==> src/rtl/threadbrain_pkg.sv <==
// Shared definitions for the thread-brain register-file blocks.
// Holds the register-file entry layout (field offsets and widths) and the
// write-back FSM state encoding used by rf_wb_arbiter.
package threadbrain_pkg;

    // Entry layout, MSB to LSB: valid | locked | dirty | ptr[15:0] | val[15:0]
    localparam int RF_ENTRY_W    = 35;
    localparam int RF_VALID_BIT  = 34;
    localparam int RF_LOCKED_BIT = 33;
    localparam int RF_DIRTY_BIT  = 32;
    localparam int RF_PTR_LSB    = 16;
    localparam int RF_PTR_W      = 16;
    localparam int RF_VAL_LSB    = 0;
    localparam int RF_VAL_W      = 16;

    typedef enum logic [1:0] {
        WB_IDLE  = 2'd0,
        WB_WRITE = 2'd1,
        WB_DONE  = 2'd2
    } wb_state_e;

endpackage

==> src/rtl/rr_arbiter.sv <==
// Round-robin arbiter: grants the first requester at or after ptr, wrapping
// modulo N. Purely combinational so schedulers can register as they need.
// Ports:
//   req   - request vector, one bit per requester
//   ptr   - index of the highest-priority requester this round
//   grant - one-hot grant (all zero when nothing requests)
//   valid - at least one requester was granted
module rr_arbiter #(
    parameter int N  = 4,
    parameter int PW = (N > 1) ? $clog2(N) : 1
) (
    input  logic [N-1:0]  req,
    input  logic [PW-1:0] ptr,
    output logic [N-1:0]  grant,
    output logic          valid
);

    localparam logic [PW:0] N_W = (PW+1)'(N);

    logic [PW:0]   sum;
    logic [PW-1:0] idx;

    always_comb begin
        grant = '0;
        valid = 1'b0;
        sum   = '0;
        idx   = '0;
        for (int k = 0; k < N; k++) begin
            sum = {1'b0, ptr} + (PW+1)'(k);
            if (sum >= N_W) begin
                sum = sum - N_W;
            end
            idx = sum[PW-1:0];
            if (!valid && req[idx]) begin
                grant[idx] = 1'b1;
                valid      = 1'b1;
            end
        end
    end

endmodule

==> src/rtl/rf_wb_arbiter.sv <==
// Register-file write-back arbiter. Cores request a flush of their cell; one
// flush at a time is granted round-robin, dirty cells are written to the
// shared data-memory port, and the cell is handed back unlocked and clean.
// Ports:
//   clk, rst    - clock, synchronous active-high reset
//   rf_in       - register file, entry i at [i*ENTRY_W +: ENTRY_W]
//   flush_req   - level flush request per core
//   mem_we      - memory write strobe (held until mem_ack)
//   mem_addr    - write address (latched entry ptr)
//   mem_wdata   - write data (latched entry val)
//   mem_ack     - memory accepted the write
//   rf_out      - registered register file with the flushed entry cleaned
//   flush_done  - one-cycle completion pulse per core
//
// state    | meaning
// ---------+-----------------------------------------------------------
// WB_IDLE  | no flush in flight; grant next eligible core round-robin
// WB_WRITE | memory write of latched ptr/val, waiting for mem_ack
// WB_DONE  | pulse flush_done[g], clean entry g, advance rr pointer
module rf_wb_arbiter
    import threadbrain_pkg::*;
#(
    parameter int NCORES  = 4,
    parameter int ENTRY_W = RF_ENTRY_W
) (
    input  logic                        clk,
    input  logic                        rst,
    input  logic [NCORES*ENTRY_W-1:0]   rf_in,
    input  logic [NCORES-1:0]           flush_req,
    output logic                        mem_we,
    output logic [RF_PTR_W-1:0]         mem_addr,
    output logic [RF_VAL_W-1:0]         mem_wdata,
    input  logic                        mem_ack,
    output logic [NCORES*ENTRY_W-1:0]   rf_out,
    output logic [NCORES-1:0]           flush_done
);

    localparam int GW = (NCORES > 1) ? $clog2(NCORES) : 1;

    wb_state_e             state, state_nxt;
    logic [NCORES-1:0]     eligible;
    logic [NCORES-1:0]     grant;
    logic                  grant_valid;
    logic [GW-1:0]         grant_idx;
    logic [GW-1:0]         g_q;
    logic [GW-1:0]         rr_ptr;
    logic [RF_PTR_W-1:0]   sel_ptr;
    logic [RF_VAL_W-1:0]   sel_val;
    logic                  sel_dirty;
    logic [RF_PTR_W-1:0]   addr_q;
    logic [RF_VAL_W-1:0]   data_q;
    logic [NCORES*ENTRY_W-1:0] rf_next;

    always_comb begin
        eligible = '0;
        for (int i = 0; i < NCORES; i++) begin
            eligible[i] = flush_req[i] & rf_in[i*ENTRY_W + RF_VALID_BIT];
        end
    end

    rr_arbiter #(
        .N  (NCORES),
        .PW (GW)
    ) u_rr (
        .req   (eligible),
        .ptr   (rr_ptr),
        .grant (grant),
        .valid (grant_valid)
    );

    // One-hot grant to index plus the granted entry's fields.
    always_comb begin
        grant_idx = '0;
        sel_ptr   = '0;
        sel_val   = '0;
        sel_dirty = 1'b0;
        for (int i = 0; i < NCORES; i++) begin
            if (grant[i]) begin
                grant_idx = GW'(i);
                sel_ptr   = rf_in[i*ENTRY_W + RF_PTR_LSB +: RF_PTR_W];
                sel_val   = rf_in[i*ENTRY_W + RF_VAL_LSB +: RF_VAL_W];
                sel_dirty = rf_in[i*ENTRY_W + RF_DIRTY_BIT];
            end
        end
    end

    always_comb begin
        state_nxt = state;
        case (state)
            WB_IDLE: begin
                if (grant_valid) begin
                    state_nxt = sel_dirty ? WB_WRITE : WB_DONE;
                end
            end
            WB_WRITE: begin
                if (mem_ack) begin
                    state_nxt = WB_DONE;
                end
            end
            WB_DONE:  state_nxt = WB_IDLE;
            default:  state_nxt = WB_IDLE;
        endcase
    end

    // The cleaned entry shows on rf_out in the cycle after DONE only; the
    // owning core is expected to update its own copy of the cell.
    always_comb begin
        rf_next    = rf_in;
        flush_done = '0;
        for (int i = 0; i < NCORES; i++) begin
            if (state == WB_DONE && g_q == GW'(i)) begin
                rf_next[i*ENTRY_W + RF_LOCKED_BIT] = 1'b0;
                rf_next[i*ENTRY_W + RF_DIRTY_BIT]  = 1'b0;
                flush_done[i]                      = 1'b1;
            end
        end
    end

    assign mem_we    = (state == WB_WRITE);
    assign mem_addr  = addr_q;
    assign mem_wdata = data_q;

    always_ff @(posedge clk) begin
        if (rst) begin
            state  <= WB_IDLE;
            rr_ptr <= '0;
            g_q    <= '0;
            addr_q <= '0;
            data_q <= '0;
            rf_out <= '0;
        end else begin
            state  <= state_nxt;
            rf_out <= rf_next;
            if (state == WB_IDLE && grant_valid) begin
                g_q    <= grant_idx;
                addr_q <= sel_ptr;
                data_q <= sel_val;
            end
            if (state == WB_DONE) begin
                rr_ptr <= (g_q == GW'(NCORES-1)) ? '0 : g_q + GW'(1);
            end
        end
    end

endmodule

==> config.mk <==
export PLATFORM = sky130hd
export DESIGN_NAME = rf_wb_arbiter
export DESIGN_NICKNAME = d
export VERILOG_FILES = /design/src/rtl/threadbrain_pkg.sv /design/src/rtl/rr_arbiter.sv /design/src/rtl/rf_wb_arbiter.sv
export SDC_FILE = /design/constraint.sdc
export NUM_CORES = 1
export LEC_CHECK = 0
export ABC_CLOCK_PERIOD_IN_PS = 3400
export BUFFER_PORTS_ARGS = -buffer_cell sky130_fd_sc_hd__buf_2
export CAP_MARGIN = 10
export CORE_MARGIN = 8
export CORE_UTILIZATION = 46
export DETAILED_ROUTE_END_ITERATION = 8
export PLACE_DENSITY = 0.9
export SLEW_MARGIN = 20
export SYNTH_ARGS = -nofsm -noshare
export SYNTH_HDL_FRONTEND = slang
export SYNTH_SLANG_ARGS = --single-unit
==> constraint.sdc <==
create_clock -name clk -period 3.4 [get_ports clk]
set_input_delay 0.17 -clock clk [delete_from_list [all_inputs] [get_ports clk]]
set_output_delay 0.17 -clock clk [all_outputs]
set_load 0.02 [all_outputs]
After elaboration in Yosys (flattened, before gate mapping)
Cells that the tools add are included.

Reduce and logical (&&, ||, !) cells: 22. $lt $le $gt $ge: 12. Multiplexer cells: 52. Equal/unequal tests: 7. Multiply operators: 0. Divide/modulo/power cells: 0. Add/subtract/negate cells: 8. Shift operators: 0. Bitwise operators: 7.

Operators by type and width (number): $mux 16 (8); $mux 1 (21); $mux 2 (10); $mux 4 (4); $logic_and 1x1->1 (12); $lt 2x3->1 const B (4); $or 4x4->4 (3); $ge 3x3->1 const B (3); $bmux 1 s2 (4); $demux 1 s2 (4); $ge 2x1->1 const B (4); $reduce_or 2->1 (4); $sub 2x1->2 const B (4); $add 2x2->3 const B (2); $eq 2x2->1 const B (3); $and 1x1->1 (4); $eq 2x1->1 const B (2); $logic_not 2->1 (2); $pmux 2 s2 (1); $add 2x1->3 const B (1); $ge 2x3->1 const B (1); $logic_not 1->1 (3); $add 2x1->2 const B (1); $ne 2x1->1 const B (1); 2 further kinds (2).

Logic and storage cells: 118. Latch bits: 0. Memories kept: 0. Bits in read-only memories: 0. Bits in writable memories: 0. Flip-flop bits (word level): 178. Bits of input ports: 147. Output and inout port bits: 177.

Logic depth before layout (Yosys ltp)
Word-level depth: 21. Gate-level depth with buffers: 12. Mapped depth without buffers: 10.

By module
A second synthesis with hierarchy kept.

Cells, all modules: 600. Area total of the unflattened synthesis: 6423.7 um^2.

By module, submodules not included: rf_wb_arbiter (times used 1, sequential area each 3563.4 um^2, cells an instance 538, area an instance 5915.7 um^2); rr_arbiter (times used 1, sequential area each 0.0 um^2, cells an instance 62, area an instance 508.0 um^2).

Worst setup path after synthesis
Ideal clock, no wire load.

Path kind: register -> register. Start: register rr_ptr[0]. End: register addr_q[5], in the netlist mem_addr[5]. Required time: 3.278 ns. Data arrival time: 2.793 ns. Clock period less this slack: 2.915 ns. Cell stages (with the launch flop): 11. Slack: 0.485 ns. Path buffers: 2. Setup time: 0.122 ns. Cells stage by stage: dfxtp_1 inv_1 ha_1 mux4_2 o41a_1 a22o_2 a221o_1 buf_6 buf_2 a221oi_2 o21ai_1.

Word-level cells in the longest chain between the ends: 18. Elaborated cells on any way between the ends: 65. Classes of those cells: add/sub: 7; order compare: 12; mux: 32; bitwise: 3; reduce/logical: 11.

Ends and longest elaborated chain: from (decl) (line rf_wb_arbiter.sv:46) `logic [GW-1:0] rr_ptr;`; from (signal assigned) (line rf_wb_arbiter.sv:140) `rr_ptr <= (g_q == GW'(NCORES-1)) ? '0 : g_q + GW'(1);`; parallel branches: the longest is 18 deep, another holds $add 2x1->3; to (signal assigned) (line rf_wb_arbiter.sv:136) `addr_q <= sel_ptr;`; to (decl) (line rf_wb_arbiter.sv:50) `logic [RF_PTR_W-1:0] addr_q;`.

Several ways; the timed one is not identified. The select of a mux whose other input is x is not followed. A chain may end at the register's enable or synchronous reset.

Worst setup path in the final report
Start: register rr_ptr[0]. End: register state[0].

Word-level cells in the longest chain between the ends: 21. Elaborated cells on any way between the ends: 69. Classes of those cells: add/sub: 7; order compare: 12; eq/ne: 1; mux: 35; bitwise: 3; reduce/logical: 11.

Ends and longest elaborated chain: parallel branches: the longest is 21 deep, another holds $add 2x1->3; to (signal assigned) (line rf_wb_arbiter.sv:132) `state <= state_nxt;`; to (decl) (line rf_wb_arbiter.sv:40) `wb_state_e state, state_nxt;`.

Several ways; the timed one is not identified. The select of a mux whose other input is x is not followed.

==> results_dict.tcl <==
set metrics [dict create \
    coreArea_sq_um 13830 \
    slowest_stage "mux4_2" \
    cp_data_arrival_time_ps 3520 \
    max-clock-path-buffers 2 \
    relSlewSlack 0.3885 \
    final_cells 1204 \
    cts_sinks 178 \
    yosys_warnings 0 \
    finalCritPeriodShare 0.9543 \
    regArea_sq_um 3565 \
    cts_setup_buffers 0 \
    ys_types 50 \
    synth_top_area_share 0.5482 \
    drc 0 \
    max_clock_freq_ghz 0.3082 \
    synth_edf_count 0 \
    period_minus_slack_ps 3245 \
    placedCellCount 1064 \
    num_rows 43 \
    synth.avg_cell_area_sq_um 11.04 \
    cts_buffers 17 \
    ys.flop_type "dfxtp_1" \
    crit_path_max_incr_delay_ps 560 \
    r2r_cells 10 \
    pwr_density_cell_nw_per_um2 730.7 \
    synth_nets 747 \
    grt_pass1_vias 6865 \
    wirelength_um 25530 \
    gr-total-overflow 0 \
    end_kind "flip-flop" \
    yosys-top-cells-area "dfxtp_1 55%, nor2b_1 13%, a221oi_2 7.4%, a22oi_1 3.7%, o21ai_0 2.6%" \
    multi_input_area_sq_um 2665 \
    switching_power_mw 2.668 \
    p_int_mw 4.511 \
    clk_pin_slew_ps 70 \
    io_pins 324 \
    portBuffers 323 \
    met2_length_um 13110 \
    grt_max_degree 76 \
    irDropWorstVdd_mv 0.4419 \
    top_layer "met5" \
    fill_cells 889 \
    crit_path_start "rr_ptr[0]" \
    cts-root-buf "clkbuf_16" \
    wl_met1_um 8782 \
    crit_path_end "state[0]" \
    tns_ps 0 \
    drtAntennaViolNets 0 \
    initial_core_util 0.4701 \
    layout-drive-gt1-share 0.4116 \
    synth_area_sq_um 6500 \
    vias_per_cell 5.416 \
    combPwrFrac 0.369 \
    antenna_found_initial 7 \
    htree_levels 4 \
    grt_pass1_wl_um 37350 \
    nNetsFinal 1163 \
    status "complete, no violations" \
    vias 6521 \
    maxCapViolCount 0 \
    yosysSeqAreaShare 0.5482 \
    r2r_setup_slack_ps 160 \
    die_height_um 134.9 \
    power_frac_seq 0.359 \
    die_x_um 134.9 \
    hpwlAfterDp_um 16390 \
    critPathMaxFanout 21 \
    routabilityCongestion 0.9271 \
    yosysTopAreaCell "dfxtp_1" \
    r2r-end "state[0]" \
    rsz0062_at_grt "no" \
    postSynthCellCount 589 \
    drtIter0Drc 564 \
    hold_violations 0 \
    ys_async_sr_fraction 0 \
    setup_viol 0 \
    cts_tree "yes" \
    areaGrowthSynthToFinish_pct 51.16 \
    wire_per_inst_um 21.21 \
    wl_met3_um 2521 \
    path_class "reg2reg" \
    drv_slew 0 \
    skew_ps 10.55 \
    grt.total_usage 0.2634 \
    tightest_slew_ps 915.1 \
    rr_startpoint "rr_ptr[0]" \
    cp-start-kind "flip-flop" \
    clk_latency_ps 420 \
    first_pass_iters 5 \
    p_leak_nw 4.510 \
    hold_path.class "in2reg" \
    worst_ep_required_time_ps 3670 \
    sw_frac_of_total 0.3716 \
    fin_hold_ws_ps 1.081 \
    ys_ff_latch 178 \
    die-area_sq_um 18190 \
    crit_chain "inv_1 > ha_2 > mux4_2 > o41a_1 > a22o_2 > a221o_2 > buf_4 > a221oi_2 > or3_1 > a21oi_1" \
    clockPowerShare 0.272 \
]
layout make-up:
type / instances / area share
Sequential cell: 178 / 0.3628
Timing Repair Buffer: 437 / 0.2789
Multi-Input combinational cell: 363 / 0.2712
Clock buffer: 22 / 0.04826
Tap cell: 180 / 0.02292
Clock inverter: 10 / 0.01133
Inverter: 8 / 0.003056
Antenna cell: 6 / 0.001528
per-layer routing:
| metal | vias to the layer above | global-route usage |
|---|---|---|
| li1 | 2902 | - |
| met1 | 3096 | 0.2631 |
| met2 | 433 | 0.4650 |
| met3 | 88 | 0.08544 |
| met4 | 2 | 0.1647 |
| met5 | - | 0 |
power by group through the flow:
stage / Clock, mW / Combinational [mW] / Sequential, mW
2_1_floorplan: 0 / 1.36 / 2.93
3_3_place_gp: 0 / 2.40 / 2.59
3_5_place_dp: 0 / 2.46 / 2.60
4_1_cts: 1.95 / 2.57 / 2.56
5_1_grt: 2.04 / 2.82 / 2.60
6_report: 1.95 / 2.65 / 2.58
stage by stage:
step           utilization  worst slack (ps)  total power [mW]  instance area, sq um
5_1_grt             0.7106             45.13             7.462                  9826
2_1_floorplan            -             484.6             4.294                  6500
6_report            0.7106             155.2             7.180                  9826
3_3_place_gp        0.5924             251.8             4.985                  8192
3_5_place_dp        0.5924             125.4             5.058                  8192
4_1_cts             0.7072             78.26             7.081                  9778
synthesized netlist by cell type (2+ instances only):
cell type       instances
buf_2                   3
o21ai_0                34
nor4_1                  4
and3_1                  3
a21oi_1                 7
clkbuf_1               21
a221o_1                 2
nand4_1                 2
and2_1                 14
nand3_1                 3
a22oi_1                32
mux4_2                  2
a211oi_1                3
o21ai_1                30
a221oi_1                2
and2_2                  2
ha_1                   11
dlymetal6s2s_1          3
nor3_1                  4
dfxtp_1               178
buf_6                   7
clkbuf_8                5
inv_1                   8
a221oi_2               32
nand2_1                 6
nor2b_1               134
nor2_1                 14
flip-flops by register name, indices dropped and copies added (netlist names):
register	flops
rf_out	140
mem_wdata	16
rr_ptr	2
state	2
g_q	2
mem_addr	16
logic make-up after synthesis:
| kind of cell | synth area share |
|---|---|
| AO/OA/AOI/OAI | 0.1919 |
| buffers and inverters | 0.04966 |
| flip-flops | 0.5482 |
| multiplexers | 0.008469 |
| adder cells (fa/ha/maj) | 0.02117 |
| AND/OR/NAND/NOR | 0.1806 |
worst max-delay path: cells and delay by family (launching register included):
family	cells	cell delay [ps]
adders and majority gates	1	410
AOI/OAI and AO/OA	5	1100
muxes	1	560
DFF	1	490
buffers and inverters	2	350
and+or+nand+nor	1	170
cell usage in the layout (no fill, tap or decap), drive strengths merged, types with 2 or more instances in the layout:
master       instances
dfxtp              178
buf                336
a221oi              34
and2                17
nor2b              136
and3                 3
mux4                 2
ha                  11
nand3                3
a221o                2
clkinvlp             2
inv                 14
clkbuf              22
diode                6
nand2                7
nor2                15
dlygate4sd3        101
nand4                2
a211oi               4
or3                  2
a21oi                7
a22oi               33
nor3                 4
nor4                 4
a22o                 2
o21ai               64
a21o                 2
worst min path at each step:
stage / startpoint / endpoint / slack, ps / cells past startpoint
final: rf_in[88] / rf_out[88] / 1 / 2
after global routing: rf_in[17] / rf_out[17] / 1 / 2
after CTS: mem_ack / state[1] / 0.8 / 3
after detailed placement: rf_in[103] / rf_out[103] / 370 / 2
after global placement: rf_in[138] / rf_out[138] / 370 / 2
after floorplan: rf_in[102] / rf_out[102] / 290 / 1
timing repair:
| item | CTS | global route |
|---|---|---|
| endpoints found under the setup margin | 0 | 32 |
| hold buffers | 100 | 1 |
| endpoints found under the hold margin | 117 | 1 |
| resized for setup | 0 | 4 |
(Power assumes the default switching activity.)
